===== src/rtl/mdu_dispatch_pkg.sv =====
// Shared definitions for the MDU dispatch stage: RV32M funct3 codes, the
// dispatch FSM state encoding, and small decode/select helpers.
package mdu_dispatch_pkg;

  localparam logic [2:0] F3_MUL    = 3'b000;
  localparam logic [2:0] F3_MULH   = 3'b001;
  localparam logic [2:0] F3_MULHSU = 3'b010;
  localparam logic [2:0] F3_MULHU  = 3'b011;
  localparam logic [2:0] F3_DIV    = 3'b100;
  localparam logic [2:0] F3_DIVU   = 3'b101;
  localparam logic [2:0] F3_REM    = 3'b110;
  localparam logic [2:0] F3_REMU   = 3'b111;

  typedef enum logic [2:0] {
    S_IDLE,
    S_ISSUE,
    S_WAIT,
    S_RESP,
    S_DRAIN
  } state_e;

  function automatic logic is_div(input logic [2:0] funct3);
    return funct3[2];
  endfunction

  function automatic logic is_unsigned_div(input logic [2:0] funct3);
    return funct3[0];
  endfunction

  // Pick the 32-bit writeback word for an M-op from the full MDU results.
  function automatic logic [31:0] sel_result(input logic [2:0]  funct3,
                                             input logic [63:0] product,
                                             input logic [31:0] quotient,
                                             input logic [31:0] remainder);
    if (!is_div(funct3)) begin
      return (funct3 == F3_MUL) ? product[31:0] : product[63:32];
    end
    return funct3[1] ? remainder : quotient;
  endfunction

endpackage


===== src/rtl/mdu_result_cache.sv =====
// One-entry operand/result cache for the MDU dispatch stage.
// Holds the operands, class and funct3 of the last completed MDU run together
// with its full 64-bit product, quotient and remainder, and reports whether a
// new request can be answered from it.
// Ports:
//   clk, rst_n        clock, asynchronous active-low reset
//   wr_en_i           capture a completed run (wr_* fields)
//   inv_i             drop the entry (takes priority over wr_en_i)
//   lk_*_i            operands/funct3 of the request being looked up
//   hit_o             request can be served from the entry
//   hit_data_o        selected 32-bit word for the looked-up funct3
module mdu_result_cache
  import mdu_dispatch_pkg::*;
(
  input  logic        clk,
  input  logic        rst_n,
  input  logic        wr_en_i,
  input  logic        inv_i,
  input  logic [2:0]  wr_funct3_i,
  input  logic [31:0] wr_rs1_i,
  input  logic [31:0] wr_rs2_i,
  input  logic [63:0] wr_product_i,
  input  logic [31:0] wr_quotient_i,
  input  logic [31:0] wr_remainder_i,
  input  logic [2:0]  lk_funct3_i,
  input  logic [31:0] lk_rs1_i,
  input  logic [31:0] lk_rs2_i,
  output logic        hit_o,
  output logic [31:0] hit_data_o
);

  logic        valid_q;
  logic        div_q;
  logic [2:0]  funct3_q;
  logic [31:0] rs1_q;
  logic [31:0] rs2_q;
  logic [63:0] product_q;
  logic [31:0] quotient_q;
  logic [31:0] remainder_q;

  always_ff @(posedge clk or negedge rst_n) begin
    if (!rst_n) begin
      valid_q     <= 1'b0;
      div_q       <= 1'b0;
      funct3_q    <= '0;
      rs1_q       <= '0;
      rs2_q       <= '0;
      product_q   <= '0;
      quotient_q  <= '0;
      remainder_q <= '0;
    end else if (inv_i) begin
      valid_q <= 1'b0;
    end else if (wr_en_i) begin
      valid_q     <= 1'b1;
      div_q       <= is_div(wr_funct3_i);
      funct3_q    <= wr_funct3_i;
      rs1_q       <= wr_rs1_i;
      rs2_q       <= wr_rs2_i;
      product_q   <= wr_product_i;
      quotient_q  <= wr_quotient_i;
      remainder_q <= wr_remainder_i;
    end
  end

  logic class_ok;

  always_comb begin
    class_ok = 1'b0;
    if (is_div(lk_funct3_i)) begin
      // DIV/REM share a run; DIVU/REMU share a run.
      class_ok = div_q && (is_unsigned_div(lk_funct3_i) == funct3_q[0]);
    end else begin
      // Low product bits do not depend on operand signedness, so MUL hits any
      // mul-class entry; the high-half ops need the exact same funct3.
      class_ok = !div_q && ((lk_funct3_i == F3_MUL) || (lk_funct3_i == funct3_q));
    end
  end

  assign hit_o      = valid_q && (lk_rs1_i == rs1_q) && (lk_rs2_i == rs2_q) && class_ok;
  assign hit_data_o = sel_result(lk_funct3_i, product_q, quotient_q, remainder_q);

endmodule


===== src/rtl/mdu_dispatch.sv =====
// Sequencing stage in front of the multiply/divide unit. Accepts one RV32M op
// at a time, launches it with a start/done/ack handshake, returns the selected
// 32-bit result with its rd tag, and short-circuits repeated operand pairs
// (MULH+MUL, DIV+REM idioms) through a one-entry result cache.
// Ports:
//   req_*    request from execute (valid/ready, funct3, rs1, rs2, rd)
//   flush    kills the in-flight op; highest priority event
//   resp_*   registered result to writeback (valid/ready, data, rd)
//   mdu_*    launch/ack pulses and registered operands to the MDU, plus its
//            busy/done status and raw results
module mdu_dispatch
  import mdu_dispatch_pkg::*;
(
  input  logic        clk,
  input  logic        rst_n,
  input  logic        req_valid,
  output logic        req_ready,
  input  logic [2:0]  req_funct3,
  input  logic [31:0] req_rs1,
  input  logic [31:0] req_rs2,
  input  logic [4:0]  req_rd,
  input  logic        flush,
  output logic        resp_valid,
  input  logic        resp_ready,
  output logic [31:0] resp_data,
  output logic [4:0]  resp_rd,
  output logic        mdu_start,
  output logic        mdu_ack,
  output logic [2:0]  mdu_funct3,
  output logic [31:0] mdu_a,
  output logic [31:0] mdu_b,
  input  logic        mdu_busy,
  input  logic        mdu_done,
  input  logic [63:0] mdu_product,
  input  logic [31:0] mdu_quotient,
  input  logic [31:0] mdu_remainder
);

  state_e      state_q, state_d;
  logic [2:0]  funct3_q, funct3_d;
  logic [31:0] a_q, a_d;
  logic [31:0] b_q, b_d;
  logic [4:0]  rd_q, rd_d;
  logic [31:0] data_q, data_d;

  logic        cache_wr;
  logic        cache_inv;
  logic        cache_hit;
  logic [31:0] cache_data;

  mdu_result_cache u_cache (
    .clk            (clk),
    .rst_n          (rst_n),
    .wr_en_i        (cache_wr),
    .inv_i          (cache_inv),
    .wr_funct3_i    (funct3_q),
    .wr_rs1_i       (a_q),
    .wr_rs2_i       (b_q),
    .wr_product_i   (mdu_product),
    .wr_quotient_i  (mdu_quotient),
    .wr_remainder_i (mdu_remainder),
    .lk_funct3_i    (req_funct3),
    .lk_rs1_i       (req_rs1),
    .lk_rs2_i       (req_rs2),
    .hit_o          (cache_hit),
    .hit_data_o     (cache_data)
  );

  always_ff @(posedge clk or negedge rst_n) begin
    if (!rst_n) begin
      state_q  <= S_IDLE;
      funct3_q <= '0;
      a_q      <= '0;
      b_q      <= '0;
      rd_q     <= '0;
      data_q   <= '0;
    end else begin
      state_q  <= state_d;
      funct3_q <= funct3_d;
      a_q      <= a_d;
      b_q      <= b_d;
      rd_q     <= rd_d;
      data_q   <= data_d;
    end
  end

  always_comb begin
    state_d   = state_q;
    funct3_d  = funct3_q;
    a_d       = a_q;
    b_d       = b_q;
    rd_d      = rd_q;
    data_d    = data_q;
    mdu_start = 1'b0;
    mdu_ack   = 1'b0;
    cache_wr  = 1'b0;
    cache_inv = 1'b0;
    unique case (state_q)
      S_IDLE: begin
        if (req_valid && !flush) begin
          funct3_d = req_funct3;
          a_d      = req_rs1;
          b_d      = req_rs2;
          rd_d     = req_rd;
          if (cache_hit) begin
            data_d  = cache_data;
            state_d = S_RESP;
          end else begin
            state_d = S_ISSUE;
          end
        end
      end
      S_ISSUE: begin
        if (flush) begin
          state_d = S_IDLE;
        end else if (!mdu_busy) begin
          mdu_start = 1'b1;
          state_d   = S_WAIT;
        end
      end
      S_WAIT: begin
        // A flush coinciding with done is drained rather than completed, so
        // the ack is left to DRAIN where done is still held.
        if (flush) begin
          state_d = S_DRAIN;
        end else if (mdu_done) begin
          mdu_ack  = 1'b1;
          cache_wr = 1'b1;
          data_d   = sel_result(funct3_q, mdu_product, mdu_quotient, mdu_remainder);
          state_d  = S_RESP;
        end
      end
      S_RESP: begin
        if (flush || resp_ready) begin
          state_d = S_IDLE;
        end
      end
      S_DRAIN: begin
        cache_inv = 1'b1;
        if (mdu_done) begin
          mdu_ack = 1'b1;
          state_d = S_IDLE;
        end
      end
      default: state_d = S_IDLE;
    endcase
  end

  assign req_ready  = (state_q == S_IDLE);
  assign resp_valid = (state_q == S_RESP);
  assign resp_data  = data_q;
  assign resp_rd    = rd_q;
  assign mdu_funct3 = funct3_q;
  assign mdu_a      = a_q;
  assign mdu_b      = b_q;

endmodule


===== config.mk =====
export PLATFORM = sky130hd
export DESIGN_NAME = mdu_dispatch
export DESIGN_NICKNAME = d
export VERILOG_FILES = /design/src/rtl/mdu_dispatch_pkg.sv /design/src/rtl/mdu_result_cache.sv /design/src/rtl/mdu_dispatch.sv
export SDC_FILE = /design/constraint.sdc
export NUM_CORES = 1
export LEC_CHECK = 0
export CAP_MARGIN = 30
export CORE_AREA = 5 5 198 200
export DETAILED_ROUTE_END_ITERATION = 6
export DIE_AREA = 0 0 203 205
export DONT_BUFFER_PORTS = 1
export GPL_TIMING_DRIVEN = 1
export PLACE_DENSITY = 0.52
export SETUP_SLACK_MARGIN = 0.02
export SLEW_MARGIN = 30
export SYNTH_ARGS = -nofsm -noshare
export SYNTH_HDL_FRONTEND = slang
export SYNTH_SLANG_ARGS = --single-unit

===== constraint.sdc =====
create_clock -name clk -period 4.29 [get_ports clk]
set_clock_uncertainty 0.2 [all_clocks]
set_input_delay 1.0725 -clock clk [delete_from_list [all_inputs] [get_ports clk]]
set_output_delay 1.0725 -clock clk [all_outputs]
set_load 0.1 [all_outputs]

==> metrics.yaml, run 1 <==
critical_path:
  cp_cell_sequence: "xnor2_1 > nand4_1 > nor4_1 > o211ai_1 > nor4_4 > o21bai_4 > buf_16 > a221o_1"
  critPathTopFamily: "simple AND/OR/NAND/NOR gates"
  worstSetupPathType: "in2reg"
  cp_num_buf_inv: 1
  worstSetupEndpointType: "flop"
  slowest_delay_ps: 500
  start_kind: "input pin"
  cp.required_ps: 4510
  crit_fanout: 17
  worstPathArrival_ps: 3560
  crit_slowest_cell: "nor4_1"
finish:
  areaGrowthSynthToFinish_pct: 11.38
  final_cells: 2069
  drive_gt1_frac: 0.1166
  mostFrequentLayoutCell: "nand2_1"
  diodes: 0
  layout_common_cells: "nand2_1, dfrtp_1, nor2_1, mux2_2, a21oi_1"
  nets: 1781
timing:
  grt_setup_unrepaired: "false"
  max-slew-margin-rel: 0.3268
  finalSetupTns_ps: 0
  setup_viol: 0
  tightest_slew_ps: 1010
  hold_viol: 0
  period_share: 0.7792
  fin_ws_ps: 947.4
  finalMaxSlewViolations: 0
  max_freq_mhz: 299.2
  fin_crit_ps: 3343
global_routing:
  track_usage: 0.2054
  antenna_found_initial: 0
  grt_pass1_vias: 11080
  grt_pass1_wl_um: 66930
  grt_max_degree: 273
  grt_overflow: 0
route:
  wl_per_cell_um: 20.84
  vias: 10880
  drt_iter0_drc: 601
  wl_um: 43130
  firstDrtPassIters: 6
  via_per_inst: 5.258
  remaining_drc_errors: 0
  final_antenna_net_count: 0
clock_network:
  cts_resized: 0
  clkLatencyLatePin_ps: 550
  cts_buffers: 38
  htree_num_levels: 2
  ctsHoldBuffers: 1
  cts.path.max_buffers: 3
  cts_setup_buffers: 0
  cts_num_sinks: 303
  clkTransAtPathRegs_ps: 60
  cts_root_buf: "clkbuf_16"
  cts_tree: "built"
floorplanning:
  dieArea_um2: 41620
  core_area_um2: 37220
  row_count: 71
  initial_core_util: 0.3954
  fp.dieH_um: 205
  ios: 315
  die_w_um: 203
outcome:
  status: "finished, final reports clean"
power:
  power.leakage_nw: 7.884
  p_int_mw: 7.491
  finalPower_mw: 15.27
  netSwitchingPower_mw: 7.783
  p_clk_frac: 0.194
  p_seq_frac: 0.570
  vdd_drop_max_mv: 0.5667
  p_per_area_nw_per_um2: 931.9
  power_frac_comb: 0.237
  swShare: 0.5096
flow_run:
  maxCapViolCount: 0
synth:
  ys_ff_latch: 303
  ys_types: 35
  avgSynthCellArea_um2: 9.090
  yosysWarnings: 0
  syn_area_um2: 14720
  seq_area_frac_synth: 0.5152
  synthCells: 1619
  synth_flop_cell: "dfrtp_1"
  ys_async_sr_fraction: 1.000
  synth-edff-count: 0
  synth_nets: 1826
placed_design:
  place_hpwl_um: 27400
  port_buffers: 0
  placed_cells: 2005
  gp_congestion: 0.8469
  dp_slack_ps: 508.9
worst_hold_path:
  hp-class: "in2async"
==> through the flow <==
step                cell area, um^2  hold WS (ps)    util
floorplan                     14720         237.9       -
finish                        16390         60.51  0.4404
global route                  16390         31.58  0.4404
detailed placement            15210         254.0  0.4085
global placement              15150         248.9  0.4069
CTS                           16360         1.216  0.4395
==> routing by layer <==
metal	up-vias	GRT usage	routed length, um	part of all wire
met3	68	0.06427	3319	0.077
li1	5263	-	-	-
met2	265	0.3290	20210	0.47
met4	0	0.06329	1032	0.024
met1	5283	0.2686	18560	0.43
met5	-	0	0	0
==> worst paths after layout <==
path	slack, ps	endpoint	startpoint	cells after the start
min in group clk	260	u_cache.product_q[47]	u_cache.product_q[47]	2
max in group asynchronous	3230	u_cache.quotient_q[11]	rst_n	0
max reg2reg	1050	resp_data[20]	u_cache.rs2_q[27]	8
min	60	u_cache.rs2_q[26]	rst_n	0
max	950	resp_data[20]	req_rs2[27]	8
min reg2reg	260	u_cache.product_q[47]	u_cache.product_q[47]	2
==> layout make-up <==
type,instances,area [um^2]
clock inverter,10,93.84
multi-input combinational,1205,6787
fill,3642,20830
tap,474,593.1
sequential,303,7590
timing repair buffer,20,265.3
clock buffer,51,1040
inverter,6,22.52
==> synth_stat cells, types with 3 or more instances <==
library cell,number,area [um^2]
a21oi_1,65,325.3
mux2_2,103,1160
xnor2_1,43,376.6
xor2_1,19,166.4
buf_2,5,25.02
dfrtp_1,303,7582
mux2i_1,64,640.6
a211oi_1,32,240.2
nand2_1,617,2316
a221o_1,32,320.3
clkbuf_1,95,356.6
nor2_1,106,397.9
nand4_1,11,68.82
o21ai_0,48,240.2
nand2b_1,3,18.77
buf_1,5,18.77
nor4_1,8,50.05
nor2b_1,34,212.7
inv_1,6,22.52
==> power groups by stage <==
stage               Sequential, mW  Clock [mW]  Combinational (mW)
floorplan                     8.41           0                2.83
global placement              8.85           0                3.42
detailed placement            8.79           0                3.58
CTS                           8.75        3.07                3.60
global route                  8.87        3.18                4.08
finish                        8.70        2.96                3.61
==> sequential cells by signal (all words and copies together) (netlist names) <==
| name | flops |
|---|---|
| mdu_a | 32 |
| mdu_b | 32 |
| state_q | 3 |
| u_cache.rs2_q | 32 |
| u_cache.valid_q | 1 |
| u_cache.remainder_q | 32 |
| resp_data | 32 |
| u_cache.product_q | 64 |
| u_cache.funct3_q | 3 |
| u_cache.quotient_q | 32 |
| mdu_funct3 | 3 |
| u_cache.rs1_q | 32 |
| resp_rd | 5 |
==> cell families after synthesis <==
group                     synth area share
and+or+nand+nor                     0.2148
DFF                                 0.5152
AOI/OAI and AO/OA                  0.08204
muxes                               0.1223
buffers and inverters              0.02874
xor gates and xnor gates           0.03690
(Power assumes the default switching activity.)
==> run 2: changes to the inputs <==
==> constraint.sdc (replaced) <==
create_clock -name clk -period 3.5 [get_ports clk]
set_clock_uncertainty 0.2 [all_clocks]
set_input_delay 0.875 -clock clk [delete_from_list [all_inputs] [get_ports clk]]
set_output_delay 0.875 -clock clk [all_outputs]
set_load 0.1 [all_outputs]
==> run 2 against run 1 <==
- the flow now finishes with violations (design-rule violations, negative hold slack)
- combinational power increased by 22%
- register-to-register slack got worse by 580 ps
- wire length decreased by 1.4%
- non-clock buffer count increased by 5
- critical path type is now reg2reg
- largest cell class unchanged
- highest routed layer unchanged
==> metrics.yaml, run 2 (synthesis results as in run 1) <==
outcome:
  status: "complete, but fails checks"
  violations: "design-rule violations, negative hold slack"
timing:
  fin_crit_ps: 3032
  max_freq_mhz: 329.9
  grt_setup_unrepaired: "false"
  tightest_slew_ps: 1009
  setup_viol: 0
  hold_viol: 303
  hold-worst-slack_ps: -168.9
  max-slew-margin-rel: 0.3274
  finalSetupTns_ps: 0
  period_share: 0.8661
  finalMaxSlewViolations: 0
placed_design:
  place_hpwl_um: 27510
  port_buffers: 0
  gp_congestion: 0.8154
flow_run:
  maxCapViolCount: 0
floorplanning:
  initial_core_util: 0.3954
  fp.dieH_um: 205
  core_area_um2: 37220
  ios: 315
  dieArea_um2: 41620
  row_count: 71
  die_w_um: 203
clock_network:
  cts_root_buf: "clkbuf_16"
  cts.path.max_buffers: 3
  cts_tree: "built"
  cts_buffers: 37
  clkTransAtPathRegs_ps: 60
  cts_resized: 0
  cts_num_sinks: 303
  htree_num_levels: 2
  clkLatencyLatePin_ps: 550
  cts_setup_buffers: 0
critical_path:
  slowest_delay_ps: 550
  crit_path_start: "state_q[0]"
  worstReg2RegStart: "state_q[0]"
  start_kind: "flop"
  worstPathArrival_ps: 3250
  worstSetupPathType: "reg2reg"
  cp.required_ps: 3720
  r2r_slack_ps: 470
  crit_fanout: 32
  timing.rr.end: "resp_data[15]"
  worstSetupEndpointType: "flop"
  crit_slowest_cell: "dfrtp_1"
  critPathCapture: "resp_data[15]"
  cp_cell_sequence: "nor3_4 > nand3_1 > nor4_1 > o211ai_1 > nor4_4 > o21bai_4 > buf_12 > a221o_1"
  r2r_cells: 8
route:
  final_antenna_net_count: 0
  via_per_inst: 5.255
  drt_iter0_drc: 585
  firstDrtPassIters: 7
  vias: 10930
  wl_per_cell_um: 20.45
  wl_um: 42530
  remaining_drc_errors: 1
global_routing:
  track_usage: 0.2008
  grt_max_degree: 304
  antenna_found_initial: 0
  grt_pass1_wl_um: 65650
  grt_overflow: 0
  grt_pass1_vias: 11130
finish:
  areaGrowthSynthToFinish_pct: 12.31
  diodes: 0
  top_register: "u_cache.product_q"
  layout_common_cells: "nand2_1, dfrtp_1, nor2_1, mux2_2, a21oi_1"
  fillers: 3618
  drive_gt1_frac: 0.1239
  mostFrequentLayoutCell: "nand2_1"
  largest_register_ffs: 64
  nets: 1785
power:
  finalPower_mw: 18.98
  power_frac_comb: 0.232
  vdd_drop_max_mv: 0.7753
  power.leakage_nw: 7.970
  p_int_mw: 9.415
  swShare: 0.5041
  p_seq_frac: 0.563
  p_clk_frac: 0.205
  p_per_area_nw_per_um2: 1149
  netSwitchingPower_mw: 9.570
worst_hold_path:
  hp-class: "in2async"
run 2: final cells by class:
cell class                      instances  area [um^2]  area share
Multi-Input combinational cell       1205         6778      0.4101
Timing Repair Buffer                   25        304.0     0.01840
Sequential cell                       303         7591      0.4593
Inverter                                6        22.52    0.001363
Clock inverter                         13        170.2     0.01030
Tap cell                              474        593.1     0.03588
Clock buffer                           54         1070     0.06472
run 2: power by group through the flow:
stage / combinational [mW] / sequential (mW) / clock (mW)
after floorplan: 3.48 / 10.3 / 0
after CTS: 4.47 / 10.7 / 4.03
after global routing: 4.97 / 10.9 / 4.16
final: 4.41 / 10.7 / 3.90
after global placement: 4.27 / 10.8 / 0
after detailed placement: 4.46 / 10.8 / 0
run 2: per-stage QoR:
| stage | hold slack [ps] | util | worst slack, ps | instance area (um^2) | std cells |
|---|---|---|---|---|---|
| floorplan | 237.9 | - | 260.3 | 14740 | 1619 |
| global placement | 248.5 | 0.4101 | 164.6 | 15260 | 2012 |
| detailed placement | 253.8 | 0.4107 | 114.1 | 15290 | 2013 |
| CTS | -203.8 | 0.4440 | 484.2 | 16530 | 2080 |
| global route | -194.5 | 0.4440 | 298.8 | 16530 | 2080 |
| finish | -168.9 | 0.4440 | 468.5 | 16530 | 2080 |
run 2: worst min-delay path by stage:
stage,startpoint,endpoint,slack [ps]
2_1_floorplan,u_cache.product_q[32],u_cache.product_q[32],240
3_3_place_gp,u_cache.product_q[44],u_cache.product_q[44],250
3_5_place_dp,u_cache.product_q[38],u_cache.product_q[38],250
4_1_cts,rst_n,u_cache.remainder_q[8],-200
5_1_grt,rst_n,u_cache.remainder_q[8],-190
6_report,rst_n,u_cache.remainder_q[8],-170
run 2: critical path: cells and delay by family, from the launching register on:
kind	cells	cell delay, ps
buffers and inverters	1	200
AOI/OAI and AO/OA	3	690
DFF	1	550
and+or+nand+nor	4	1250
run 2: per-layer routing:
metal / routed length [um] / global-route usage
met5: 0 / 0
met4: 974 / 0.05989
met3: 3722 / 0.07219
met2: 19590 / 0.3182
met1: 18240 / 0.2600
